File: src/rtl/sid_reg_writer.sv
// SID register writer: command FIFO drained one write per clkEn with per-command delay.
// Optional shadow register file enabled by SID_REG_WRITER_SHADOW_EN.
module sid_reg_writer #(
  parameter int unsigned DEPTH    = 8,
  parameter int unsigned MAX_ADDR = 'h18
) (
  input  logic                     clk,
  input  logic                     iRstN,
  input  logic                     clkEn,
  input  logic                     iCmdValid,
  input  logic [4:0]               iCmdAddr,
  input  logic [7:0]               iCmdData,
  input  logic [7:0]               iCmdDelay,
  output logic                     oCmdReady,
  output logic                     oWE,
  output logic [4:0]               oAddr,
  output logic [7:0]               oData,
  output logic [$clog2(DEPTH):0]   oLevel,
  output logic                     oIdle
`ifdef SID_REG_WRITER_SHADOW_EN
  ,
  input  logic [4:0]               iRdAddr,
  output logic [7:0]               oRdData
`endif
);

  localparam int AW = $clog2(DEPTH);
  localparam logic [AW:0] FULL = (AW+1)'(DEPTH);
  localparam logic [5:0] MAXA = 6'(MAX_ADDR);

  if (DEPTH < 2 || DEPTH > 64 || (DEPTH & (DEPTH - 1)) != 0) begin : g_bad_depth
    $error("DEPTH must be a power of two from 2 to 64");
  end
  if (MAX_ADDR > 31) begin : g_bad_max
    $error("MAX_ADDR must fit the 5-bit address");
  end

  typedef enum logic [1:0] {IDLE, ISSUE, WAIT} state_t;

  typedef struct packed {
    logic [7:0] delay;
    logic [4:0] addr;
    logic [7:0] data;
  } cmd_t;

  cmd_t          mem [DEPTH];
  cmd_t          head;
  logic [AW-1:0] wr_ptr;
  logic [AW-1:0] rd_ptr;
  logic [AW:0]   level;
  logic [7:0]    cnt;
  state_t        state;
  logic          push;
  logic          pop;

  assign oCmdReady = (level != FULL);
  assign push      = iCmdValid && oCmdReady;
  assign pop       = (state == IDLE) && clkEn && (level != '0);
  assign head      = mem[rd_ptr];
  assign oLevel    = level;
  assign oIdle     = (state == IDLE) && (level == '0);

  // Storage needs no reset: emptiness is carried by the pointers and level.
  always_ff @(posedge clk) begin
    if (push) begin
      mem[wr_ptr] <= '{delay: iCmdDelay, addr: iCmdAddr, data: iCmdData};
    end
  end

  always_ff @(posedge clk or negedge iRstN) begin
    if (!iRstN) begin
      state  <= IDLE;
      wr_ptr <= '0;
      rd_ptr <= '0;
      level  <= '0;
      cnt    <= '0;
      oWE    <= 1'b0;
      oAddr  <= '0;
      oData  <= '0;
    end else begin
      if (push) wr_ptr <= wr_ptr + 1'b1;
      if (pop)  rd_ptr <= rd_ptr + 1'b1;
      if (push && !pop) begin
        level <= level + 1'b1;
      end else if (pop && !push) begin
        level <= level - 1'b1;
      end
      unique case (state)
        IDLE: begin
          if (pop) begin
            state <= ISSUE;
            cnt   <= head.delay;
            // Out-of-range addresses still consume their slot but never strobe.
            if ({1'b0, head.addr} <= MAXA) begin
              oWE   <= 1'b1;
              oAddr <= head.addr;
              oData <= head.data;
            end
          end
        end
        ISSUE: begin
          oWE   <= 1'b0;
          state <= (cnt == '0) ? IDLE : WAIT;
        end
        WAIT: begin
          if (clkEn) begin
            cnt <= cnt - 1'b1;
            if (cnt == 8'd1) state <= IDLE;
          end
        end
        default: begin
          state <= IDLE;
          oWE   <= 1'b0;
        end
      endcase
    end
  end

`ifdef SID_REG_WRITER_SHADOW_EN
  logic [7:0] shadow [MAX_ADDR+1];

  always_ff @(posedge clk or negedge iRstN) begin
    if (!iRstN) begin
      for (int i = 0; i <= int'(MAX_ADDR); i++) shadow[i] <= '0;
      oRdData <= '0;
    end else begin
      if (oWE) shadow[oAddr] <= oData;
      oRdData <= ({1'b0, iRdAddr} <= MAXA) ? shadow[iRdAddr] : 8'h00;
    end
  end
`endif

endmodule

File: config.mk
export PLATFORM = sky130hd
export DESIGN_NAME = sid_reg_writer
export DESIGN_NICKNAME = d
export VERILOG_FILES = /design/src/rtl/sid_reg_writer.sv
export SDC_FILE = /design/constraint.sdc
export NUM_CORES = 1
export LEC_CHECK = 0
export CORE_ASPECT_RATIO = 1.4
export CORE_MARGIN = 2
export CORE_UTILIZATION = 64
export DETAILED_ROUTE_END_ITERATION = 10
export GPL_TIMING_DRIVEN = 0
export MAX_ROUTING_LAYER = met4
export PLACE_DENSITY = 0.92
export REMOVE_ABC_BUFFERS = 1
export SYNTH_ARGS = -nofsm -noshare
export SYNTH_HDL_FRONTEND = slang
export SYNTH_SLANG_ARGS = --single-unit
File: constraint.sdc
create_clock -name clk -period 8.65 [get_ports clk]
set_input_delay 1.73 -clock clk [delete_from_list [all_inputs] [get_ports clk]]
set_output_delay 1.73 -clock clk [all_outputs]
set_load 0.02 [all_outputs]
# Word-level counts from Yosys, hierarchy flattened
# Memory sizes are Yosys's and may differ from the RTL's.
# Cells that the tools add are included.
[word_totals]
register_bits = 34
ramBits = 168
in_bits = 25
out_inout_bits = 20
elab_cells = 57
memories = 1
[memory_table]
columns = ["name", "words", "width", "read_ports", "rd_clocked_by_memory_dff", "write_ports", "line", "rtl"]
rows = [
  ["mem", 8, 21, 1, 0, 1, "46", "cmd_t mem [DEPTH];"],
]
[classes]
n_addsub = 5
n_lt_le_gt_ge = 1
eq_ne = 8
muxes = 15
n_bitwise = 1
reduce_logical = 18
[op_table]
columns = ["op", "n"]
rows = [
  ["$mux 8", 2],
  ["$pmux 8 s2", 1],
  ["$reduce_and 3->1", 4],
  ["$eq 8x1->1 const B", 1],
  ["$logic_not 8->1", 1],
  ["$mux 2", 4],
  ["$mux 4", 2],
  ["$sub 8x1->8 const B", 1],
  ["$add 3x1->3 const B", 2],
  ["$logic_and 1x1->1", 6],
  ["$ne 2x2->1 const B", 3],
  ["$pmux 2 s3", 1],
  ["$le 5x5->1 const B", 1],
  ["$add 4x1->4 const B", 1],
  ["$logic_not 4->1", 1],
  ["$mux 1", 4],
  ["$ne 4x4->1 const B", 1],
  ["$reduce_bool 2->1", 2],
  ["$reduce_bool 4->1", 1],
  ["$sub 4x1->4 const B", 1],
  ["$eq 2x1->1 const B", 1],
  ["$eq 2x2->1 const B", 1],
  ["$logic_not 1->1", 2],
  ["$logic_not 2->1", 1],
  ["3 further kinds", 3],
]

# Depth between registers and ports, before layout
# Gate-level depths: netlist of run 1.
[depth]
ltp_word = 6
depth_mapped = 12
depth_no_buf = 12

# Worst setup path after synthesis of run 1
# No wires, ideal clock.
[synth_path]
kind = "in2reg"
startpoint = "input port iCmdValid"
endpoint = "memory mem[1][0] (netlist name) (enable)"
setup_ps = 460
t_arrival_ps = 4157
t_required_ps = 8190
setup_slack_ps = 4032
stages = 2
n_path_buf = 0
cell_sequence = "nand2_1 nor4b_1"
[synth_between]
elab_chain_cells = 3
[synth_lines]
columns = ["element", "line", "rtl"]
rows = [
  ["start, declared", "10", "input logic iCmdValid,"],
  ["$logic_and 1x1->1", "57", "assign push = iCmdValid && oCmdReady;"],
  ["$mux 1", "65", "if (push) begin"],
  ["$mux 1 (not written as such)", "66", "mem[wr_ptr] <= '{delay: iCmdDelay, addr: iCmdAddr, data: iCmdData};"],
  ["end, declared", "46", ""],
]
# Every way passes these cells.

# Worst setup path after layout of run 1
[layout_path]
startpoint = "register level[0], in the netlist oLevel[0]"
endpoint = "output port oIdle"
[layout_between]
elab_chain_cells = 2
[layout_lines]
columns = ["element", "line", "rtl"]
rows = [
  ["start, declared", "50", "logic [AW:0] level;"],
  ["start signal, assigned", "84", "level <= level + 1'b1;"],
  ["start signal, assigned", "86", "level <= level - 1'b1;"],
  ["$logic_not 4->1", "61", "assign oIdle = (state == IDLE) && (level == '0);"],
  ["$logic_and 1x1->1", "61", ""],
  ["end, declared", "19", "output logic oIdle"],
]
# Every way passes these cells.

==> summary.md, run 1 <==
| Metric | Value |
|---|---|
| Status | `completed` |
| Max-Cap Viols | `0` |
| Min-Delay Path Class | `reg -> reg` |
| GRT Total Usage | `25.0%` |
| Layout Area Growth over Synthesis | `17.5%` |
| DRC | `0` |
| R2R Setup Slk | `5.46 ns` |
| CTS max path bufs | `3` |
| Period Utilization, post-route | `46.5%` |
| Share of post-route cells with drive strength above 1 | `25.9%` |
| Via/cell ratio | `6.38` |
| Critical path class | `reg -> out` |
| Top_reg_cell synth | `edfxtp_1` |
| # diodes | `0` |
| Synth area leader | `edfxtp_1` |
| Largest net degree at the start of global routing | `35` |
| Worst Tran Pin Value | `1.43 ns` |
| Max Freq | `248 MHz` |
| Die height | `137 um` |
| Final wirelength | `15800 um` |
| Number of global-route vias before repair | `4204` |
| Max Slew Vio Count | `0` |
| Hold slack | `0.490 ns` |
| IO Port Bufs | `44` |
| Antenna-violating nets left | `0` |
| Count leader, synth | `edfxtp_1` |
| Post-Layout Cell Count | `633` |
| YS warnings | `0` |
| Overflow after GRT | `0` |
| Synth area leaders | `edfxtp_1 63%, mux4_2 11%, dfrtp_1 11%` |
| Area of the multi-input gates | `2060 sq um` |
| IO Pins | `45` |
| # clock sinks | `202` |
| DR vias | `4036` |
| Critical Path Start | `oLevel[0]` |
| Seq/Total Area, Yosys | `73.2%` |
| Final core occ | `76.8%` |
| Mapped cell area | `8050 sq um` |
| RSZ-0062 raised after global routing | `no` |
| Final hold violations | `0` |
| Slew HR | `4.35%` |
| Fin crit period | `4.03 ns` |
| # hold bufs at CTS | `0` |
| WL per Instance | `24.9 um` |
| Initial antenna violation count | `0` |
| Synthesized flop and latch total | `202` |
| H-tree depth | `1` |
| Worst Path Arrival | `2.30 ns` |
| Starting Density | `65.4%` |
| Die area | `13500 sq um` |
| CTS resizes | `0` |
| Post-CTS Setup Inserts | `0` |
| Critical Path End | `oIdle` |
| Skew final | `0.0129 ns` |
| # placed instances | `599` |
| Routability cong. | `0.821` |
| Critical Path RT | `6.92 ns` |
| Worst-path clk slew | `0.07 ns` |
| CTS tree | `done` |
| Crit-path max FO | `6` |
| Post-synth EDFFs | `168` |
| Final net count | `504` |
| Fill count | `612` |
| Peak VDD IR | `0.230 mV` |
| Row cnt | `48` |
| Post-Route Setup TNS | `0 ns` |
| Starting DRT DRC Count | `452` |
| Reg-to-Reg End | `oData[1]` |
| Worst-Skew Late Latency | `0.49 ns` |
| Root Driver | `clkbuf_16` |
| Drt pass-1 iters | `5` |
| Number of clock buffers inserted by TritonCTS | `19` |
| Syn_area_per_cell | `19.9 sq um` |
| Post-synth top cells | `168 x edfxtp_1, 39 x mux4_2, 34 x dfrtp_1, 24 x nand2_1, 18 x mux2_2` |
| PD cells | `353 nW/um^2` |
| Reg area | `5900 sq um` |
| Mapped Cells | `405` |
| CP startpoint kind | `register` |
| Static Leakage | `0.00324 uW` |
| Global-route wire length before repair | `24200 um` |
| Final setup viols | `0` |
| R2R depth | `5` |
| Post-synth ARST share | `16.8%` |
| Crit. End Element | `output port` |
| Die width | `98.8 um` |
| Core area | `12300 sq um` |
| Final HPWL from detailed placement | `10000 um` |
| Unique cell type count in the Yosys netlist | `42` |
| R2r startpoint | `rd_ptr[2]` |
| Top cell type's share of synthesized area | `62.7%` |
-- worst min path at each step --
stage                   from        to  slack (ns)  cells past startpoint
floorplan           state[1]  state[1]        0.49                      1
global placement         oWE       oWE        0.46                      1
detailed placement  oAddr[3]  oAddr[3]        0.48                      1
CTS                 oAddr[3]  oAddr[3]        0.50                      1
global route        oData[1]  oData[1]        0.54                      1
finish              oAddr[3]  oAddr[3]        0.49                      1
-- cell families (layout without fill, tap and decap cells) --
kind of cell / count (synthesis) / count (layout) / share of synthesized area [%]
AOI/OAI and AO/OA: 36 / 36 / 3.11
DFF: 202 / 202 / 73.2
buffers and inverters: 25 / 103 / 1.73
muxes: 72 / 72 / 16.4
and+or+nand+nor: 53 / 53 / 3.17
adders and majority gates: 9 / 9 / 1.49
xor gates and xnor gates: 8 / 8 / 0.870
-- cell type report --
class / count / share of cell area (%)
Inverter: 6 / 0.238
Sequential cell: 202 / 62.4
Clock buffer: 25 / 5.48
Multi-Input combinational cell: 178 / 21.7
Clock inverter: 9 / 1.10
Tap cell: 150 / 1.98
Timing Repair Buffer: 63 / 7.10
-- state kept, by name, indices dropped and copies added, names as in the netlist --
signal  count
oLevel      4
cnt         8
oAddr       5
state       2
oData       8
rd_ptr      3
mem       168
wr_ptr      3
oWE         1
-- worst max-delay path: stages (launching register included) --
cell and delay [ns]:
dfrtp_1 0.46, or4_1 0.58, nor3_1 0.15, clkdlybuf4s50_1 0.62
-- through the flow --
| step | worst slack, ns | total power, uW | area (sq um) |
|---|---|---|---|
| finish | 4.62 | 3330 | 9460 |
| global route | 4.54 | 3480 | 9460 |
| CTS | 4.60 | 3360 | 9460 |
| detailed placement | 4.32 | 2510 | 8840 |
| global placement | 1.42 | 2410 | 8560 |
| floorplan | 4.03 | 2120 | 7930 |
-- routing by layer --
layer	vias to the layer above	global-route usage, %	share of wire [%]
met5	-	-	0
met4	0	9.36	3.4
met3	45	4.24	6.7
met2	168	41.5	53
met1	2059	31.4	37
li1	1764	-	-
-- placed cells by master (no fill, tap or decap), drive strengths merged, types with 3 or more instances in the layout --
cell type      netlist  layout
a31oi                3       3
ha                   8       8
a21oi                8       8
clkdlybuf4s50        0      43
o22a                 3       3
edfxtp             168     168
nor3                 8       8
nor2b                4       4
a211oi               3       3
dfrtp               34      34
mux2i                4       4
nor2                 6       6
buf                 14      20
mux2                26      26
inv                  6       8
nand2               24      24
clkinv               0       4
clkbuf               5      25
o21a                 3       3
o21ai                7       7
a2bb2oi              3       3
mux4                42      42
xnor2                7       7
-- power breakdown --
part | internal (uW) | switching (uW)
sequential | 1260 | 181
combinational | 570 | 496
clock | 485 | 342
total | 2320 | 1020
Note: power is estimated with default switching activity, not from simulation.
==> run 2, diff against run 1 <==
--- a/config.mk
+++ b/config.mk
@@ -7,11 +7,11 @@
 export LEC_CHECK = 0
 export CORE_ASPECT_RATIO = 1.4
 export CORE_MARGIN = 2
-export CORE_UTILIZATION = 64
+export CORE_UTILIZATION = 59
 export DETAILED_ROUTE_END_ITERATION = 10
 export GPL_TIMING_DRIVEN = 0
 export MAX_ROUTING_LAYER = met4
-export PLACE_DENSITY = 0.92
+export PLACE_DENSITY = 0.86
 export REMOVE_ABC_BUFFERS = 1
 export SYNTH_ARGS = -nofsm -noshare
 export SYNTH_HDL_FRONTEND = slang
==> constraint.sdc (replaced) <==
create_clock -name clk -period 4.2 [get_ports clk]
set_input_delay 0.84 -clock clk [delete_from_list [all_inputs] [get_ports clk]]
set_output_delay 0.84 -clock clk [all_outputs]
set_load 0.02 [all_outputs]
==> run 2 against run 1 <==
Against the previous run: clock power increased by 130%; wire length increased by 0.81%; combinational power increased by 100%; sequential share of layout area decreased by 0.81 points; critical path type is now reg -> reg; largest cell class unchanged.
==> summary.md, run 2 (synthesized netlist as in run 1, its figures left out) <==
| Metric | Value |
|---|---|
| Status | `completed` |
| Die width | `103 um` |
| Static Leakage | `0.00328 uW` |
| Share of post-route cells with drive strength above 1 | `26.8%` |
| Part of the power in registers | `42.2%` |
| Worst-path clk slew | `0.06 ns` |
| PD cells | `738 nW/um^2` |
| Layout Area Growth over Synthesis | `19.1%` |
| Post-route setup slack | `1.03 ns` |
| Starting Density | `60.4%` |
| Largest net degree at the start of global routing | `35` |
| IO Port Bufs | `44` |
| Antenna-violating nets left | `0` |
| Final setup viols | `0` |
| Number of flip-flops in the largest register | `168` |
| Slew HR | `20.5%` |
| Hold slack | `0.491 ns` |
| Overflow after GRT | `0` |
| GRT Total Usage | `23.7%` |
| Reg-to-Reg End | `oData[1]` |
| Skew final | `0.0129 ns` |
| Combinational fraction of design power | `30.7%` |
| H-tree depth | `1` |
| Final wirelength | `15900 um` |
| Final HPWL from detailed placement | `9740 um` |
| Fill count | `723` |
| Post-CTS Setup Inserts | `0` |
| R2R Setup Slk | `1.03 ns` |
| Routability cong. | `0.780` |
| Worst Tran Pin Value | `1.19 ns` |
| Number of clock buffers inserted by TritonCTS | `20` |
| Global-route wire length before repair | `24500 um` |
| Reg area | `5900 sq um` |
| Drt pass-1 iters | `5` |
| Most flop-heavy register | `mem` |
| DR vias | `4111` |
| Critical Path End | `oData[1]` |
| Die area | `14600 sq um` |
| Root Driver | `clkbuf_16` |
| CTS tree | `done` |
| Row cnt | `50` |
| CP startpoint kind | `register` |
| Final hold violations | `0` |
| CTS resizes | `0` |
| Max layer used | `met4` |
| Worst Path Arrival | `3.53 ns` |
| R2r startpoint | `rd_ptr[0]` |
| Final net count | `505` |
| Internal power | `4970 uW` |
| Crit-path max FO | `22` |
| Die height | `142 um` |
| Max-Cap Viols | `0` |
| Via/cell ratio | `6.15` |
| # clock sinks | `202` |
| DRC | `0` |
| WL met3 | `955 um` |
| WL per Instance | `23.8 um` |
| Worst-Skew Late Latency | `0.48 ns` |
| Psw | `2100 uW` |
| Fin crit period | `3.17 ns` |
| Period Utilization, post-route | `75.6%` |
| Area of the multi-input gates | `2060 sq um` |
| R2R depth | `6` |
| Initial antenna violation count | `1` |
| RSZ-0062 raised after global routing | `no` |
| # hold bufs at CTS | `0` |
| Post-Route Setup TNS | `0 ns` |
| Number of global-route vias before repair | `4260` |
| IO Pins | `45` |
| Starting DRT DRC Count | `302` |
| CTS max path bufs | `3` |
| Max Slew Vio Count | `0` |
| Min-Delay Path Class | `in -> async` |
| Place WS | `0.749 ns` |
| Crit. End Element | `register` |
| Commonest cells after routing, fill and taps aside | `168 x edfxtp_1, 43 x clkdlybuf4s50_1, 39 x mux4_2, 31 x dfrtp_1, 24 x nand2_1` |
| Max Freq | `315 MHz` |
| Peak VDD IR | `0.401 mV` |
| Switching Share | `29.7%` |
| Met2 wire len | `8570 um` |
| Metal-1 WL | `6060 um` |
| Most common cell after layout, fill and taps aside | `edfxtp_1` |
| Critical Path Start | `rd_ptr[0]` |
| Largest regs | `mem (168), cnt (8), oData (8)` |
| Clock power share | `27.2%` |
| Critical path class | `reg -> reg` |
| Critical Path RT | `4.56 ns` |
| Core area | `13300 sq um` |
## run 2: critical path, stage by stage (launching register included)
cell,delay (ns)
dfrtp_2,0.87
buf_12,0.29
mux4_1,0.58
mux2_2,0.32
nor3_2,0.23
o31a_4,0.35
mux2_2,0.39
## run 2: routing by layer
metal | track usage, % | vias up
met5 | - | -
met4 | 7.86 | 0
met1 | 31.5 | 2140
met2 | 38.7 | 185
met3 | 2.75 | 29
li1 | - | 1757
## run 2: how the worst min path moves through the flow
stage	to	slack [ns]	startpoint	cells after the start
final	oData[6]	0.49	iRstN	1
after global routing	oWE	0.50	oWE	1
after detailed placement	oWE	0.48	oWE	1
after CTS	oWE	0.50	oWE	1
after global placement	oWE	0.47	oWE	1
after floorplan	state[1]	0.49	state[1]	1
## run 2: layout make-up
type                    count  area share, %
flip-flops and latches    202           61.6
multi-input cells         178           21.5
repair buffers             63           6.76
clock buffers              29           6.11
well taps                 182           2.38
clock inverters             7           1.44
inverters                   6          0.235
diodes                      1         0.0261
## run 2: power by group through the flow
stage	logic, uW	registers (uW)	clock network, uW
after floorplan	1300	3070	0
after global placement	1890	3090	0
after detailed placement	2150	3010	0
after CTS	2190	2990	1940
after global routing	2310	3040	2020
final	2170	2980	1920
## run 2: metrics by stage
stage / total power, uW / cells / util, % / area (sq um)
finish: 7070 / 668 / 71.9 / 9580
global route: 7370 / 668 / 71.9 / 9580
CTS: 7120 / 667 / 71.9 / 9580
detailed placement: 5160 / 631 / 66.5 / 8860
global placement: 4980 / 612 / 64.6 / 8600
floorplan: 4370 / 386 / - / 7930
==> run 3, diff against run 2 <==
--- a/config.mk
+++ b/config.mk
@@ -7,11 +7,11 @@
 export LEC_CHECK = 0
 export CORE_ASPECT_RATIO = 1.4
 export CORE_MARGIN = 2
-export CORE_UTILIZATION = 59
+export CORE_UTILIZATION = 53
 export DETAILED_ROUTE_END_ITERATION = 10
 export GPL_TIMING_DRIVEN = 0
 export MAX_ROUTING_LAYER = met4
-export PLACE_DENSITY = 0.86
+export PLACE_DENSITY = 0.82
 export REMOVE_ABC_BUFFERS = 1
 export SYNTH_ARGS = -nofsm -noshare
 export SYNTH_HDL_FRONTEND = slang
==> constraint.sdc (replaced) <==
create_clock -name clk -period 2.7 [get_ports clk]
set_input_delay 0.54 -clock clk [delete_from_list [all_inputs] [get_ports clk]]
set_output_delay 0.54 -clock clk [all_outputs]
set_load 0.02 [all_outputs]
==> run 3 against run 2 <==
Against the previous run: critical endpoint is now oData[2]; power grew 54%; sequential share of layout area shrank 0.33 points; largest power group unchanged; final cell count grew 2.7%; via count grew 0.44%; clock power grew 37%; design area grew 0.67%.
==> summary.md, run 3 (synthesized netlist as in run 1, its figures left out) <==
| Metric | Value |
|---|---|
| Status | `completed` |
| Drt pass-1 iters | `4` |
| # clock sinks | `202` |
| Final HPWL from detailed placement | `9570 um` |
| Die area | `16200 sq um` |
| CP max-delay cell | `mux4_2` |
| Peak VDD IR | `0.683 mV` |
| Final net count | `517` |
| Routability cong. | `0.753` |
| Initial antenna violation count | `0` |
| Global-route wire length before repair | `24800 um` |
| Max Slew Vio Count | `0` |
| Largest net degree at the start of global routing | `36` |
| Period Utilization, post-route | `97.0%` |
| Slew HR | `23.1%` |
| Critical path class | `reg -> reg` |
| Fin crit period | `2.62 ns` |
| Static Leakage | `0.00331 uW` |
| Most flop-heavy register | `mem` |
| Die height | `150 um` |
| Worst Tran Pin Value | `1.15 ns` |
| Max-Cap Viols | `0` |
| Final wirelength | `16100 um` |
| Post-Route Setup TNS | `0 ns` |
| Via/cell ratio | `6.02` |
| Crit. End Element | `register` |
| Largest regs | `mem (168), cnt (8), oData (8)` |
| RSZ-0062 raised after global routing | `no` |
| CTS tree | `done` |
| # hold bufs at CTS | `0` |
| Max Freq | `382 MHz` |
| Hold slack | `0.203 ns` |
| GRT Total Usage | `21.4%` |
| Crit-path max FO | `35` |
| Starting Density | `54.0%` |
| DR vias | `4129` |
| Pwr Total | `10900 uW` |
| Number of clock buffers inserted by TritonCTS | `18` |
| # diodes | `0` |
| Final instance area | `9650 sq um` |
| IO Pins | `45` |
| Dpl cell area | `8900 sq um` |
| Share of post-route cells with drive strength above 1 | `30.6%` |
| Final setup viols | `0` |
| DRC | `0` |
| Final hold violations | `0` |
| Slowest stage delay, CP | `0.55 ns` |
| Commonest cells after routing, fill and taps aside | `168 x edfxtp_1, 42 x clkdlybuf4s50_1, 39 x mux4_2, 29 x dfrtp_1, 23 x nand2_1` |
| Worst-Skew Late Latency | `0.48 ns` |
| Cell Chain, Critical Path | `buf_12 > mux4_2 > mux2i_2 > o31a_4 > mux2_2` |
| Row cnt | `53` |
| CP startpoint kind | `register` |
| Worst-path clk slew | `0.07 ns` |
| Core area | `14900 sq um` |
| WL per Instance | `23.4 um` |
| Antenna-violating nets left | `0` |
| PD cells | `1130 nW/um^2` |
| IO Port Bufs | `44` |
| Worst Path Arrival | `2.98 ns` |
| Layout Area Growth over Synthesis | `19.8%` |
| Number of global-route vias before repair | `4279` |
| Skew final | `0.00970 ns` |
| H-tree depth | `1` |
| Most common cell after layout, fill and taps aside | `edfxtp_1` |
| Overflow after GRT | `0` |
| CTS max path bufs | `3` |
| Root Driver | `clkbuf_16` |
| Critical Path RT | `3.06 ns` |
| Min-Delay Path Class | `in -> async` |
| Die width | `108 um` |
| Starting DRT DRC Count | `235` |
| Number of flip-flops in the largest register | `168` |
run 3: cell types whose count changed in the layout (fill, tap and decap cells not counted), moves of 2 or more:
cell,before,now
clkbuf_16,21,19
bufinv_16,4,2
buf_6,8,11
dfrtp_4,0,2
buf_4,7,18
clkbuf_1,5,2
dfrtp_1,31,29
run 3: power breakdown:
group / total [uW] / switching [uW] / internal, uW / leakage [uW]
registers: 4540 / 492 / 4050 / 0.00192
logic: 3680 / 1720 / 1960 / 0.00109
clock network: 2640 / 1080 / 1560 / 0.000303
run 3: final timing paths:
path / start / endpoint / slack (ns) / cells after the start
worst min register to register: oWE / oWE / 0.49 / 1
min in group clk: oWE / oWE / 0.49 / 1
worst max-delay path: rd_ptr[1] / oData[2] / 0.08 / 5
max in group asynchronous: iRstN / rd_ptr[2] / 1.82 / 1
worst min-delay path: iRstN / cnt[5] / 0.20 / 1
worst max register to register: rd_ptr[1] / oData[2] / 0.08 / 5
run 3: critical path: cells and delay by family, from the launching register on:
family                 cells  cell delay, ns
multiplexers               3            1.26
buffers and inverters      1            0.27
AO/OA/AOI/OAI              1            0.38
flip-flops                 1            0.54
run 3: per-stage QoR:
stage                     util, %  std cells  setup slack (ns)
after global routing         64.7        686          0.000494
after CTS                    64.0        675            0.0106
after floorplan                 -        386             -1.07
after detailed placement     59.6        642            -0.445
after global placement       57.7        622             -3.28
final                        64.7        686            0.0823
run 3: per-layer routing:
metal / GRT usage [%] / up-vias / wire length (um)
met5: - / - / 0
met4: 7.76 / 0 / 561
met3: 2.35 / 48 / 818
met2: 36.2 / 144 / 8440
met1: 26.9 / 2151 / 6250
li1: - / 1786 / -
run 3: final cells by class:
type	instances	area, sq um
clock buffers	24	524
clock inverters	7	91.3
fillers	966	5270
inverters	6	22.5
multi-input cells	178	2090
flip-flops and latches	202	5910
well taps	192	240
repair buffers	77	776
run 3: repair_timing:
action                     in CTS  in global routing
pin swaps                       0                  3
setup buffers                   2                 11
setup endpoints to repair      17                  5
resized for setup              10                  5
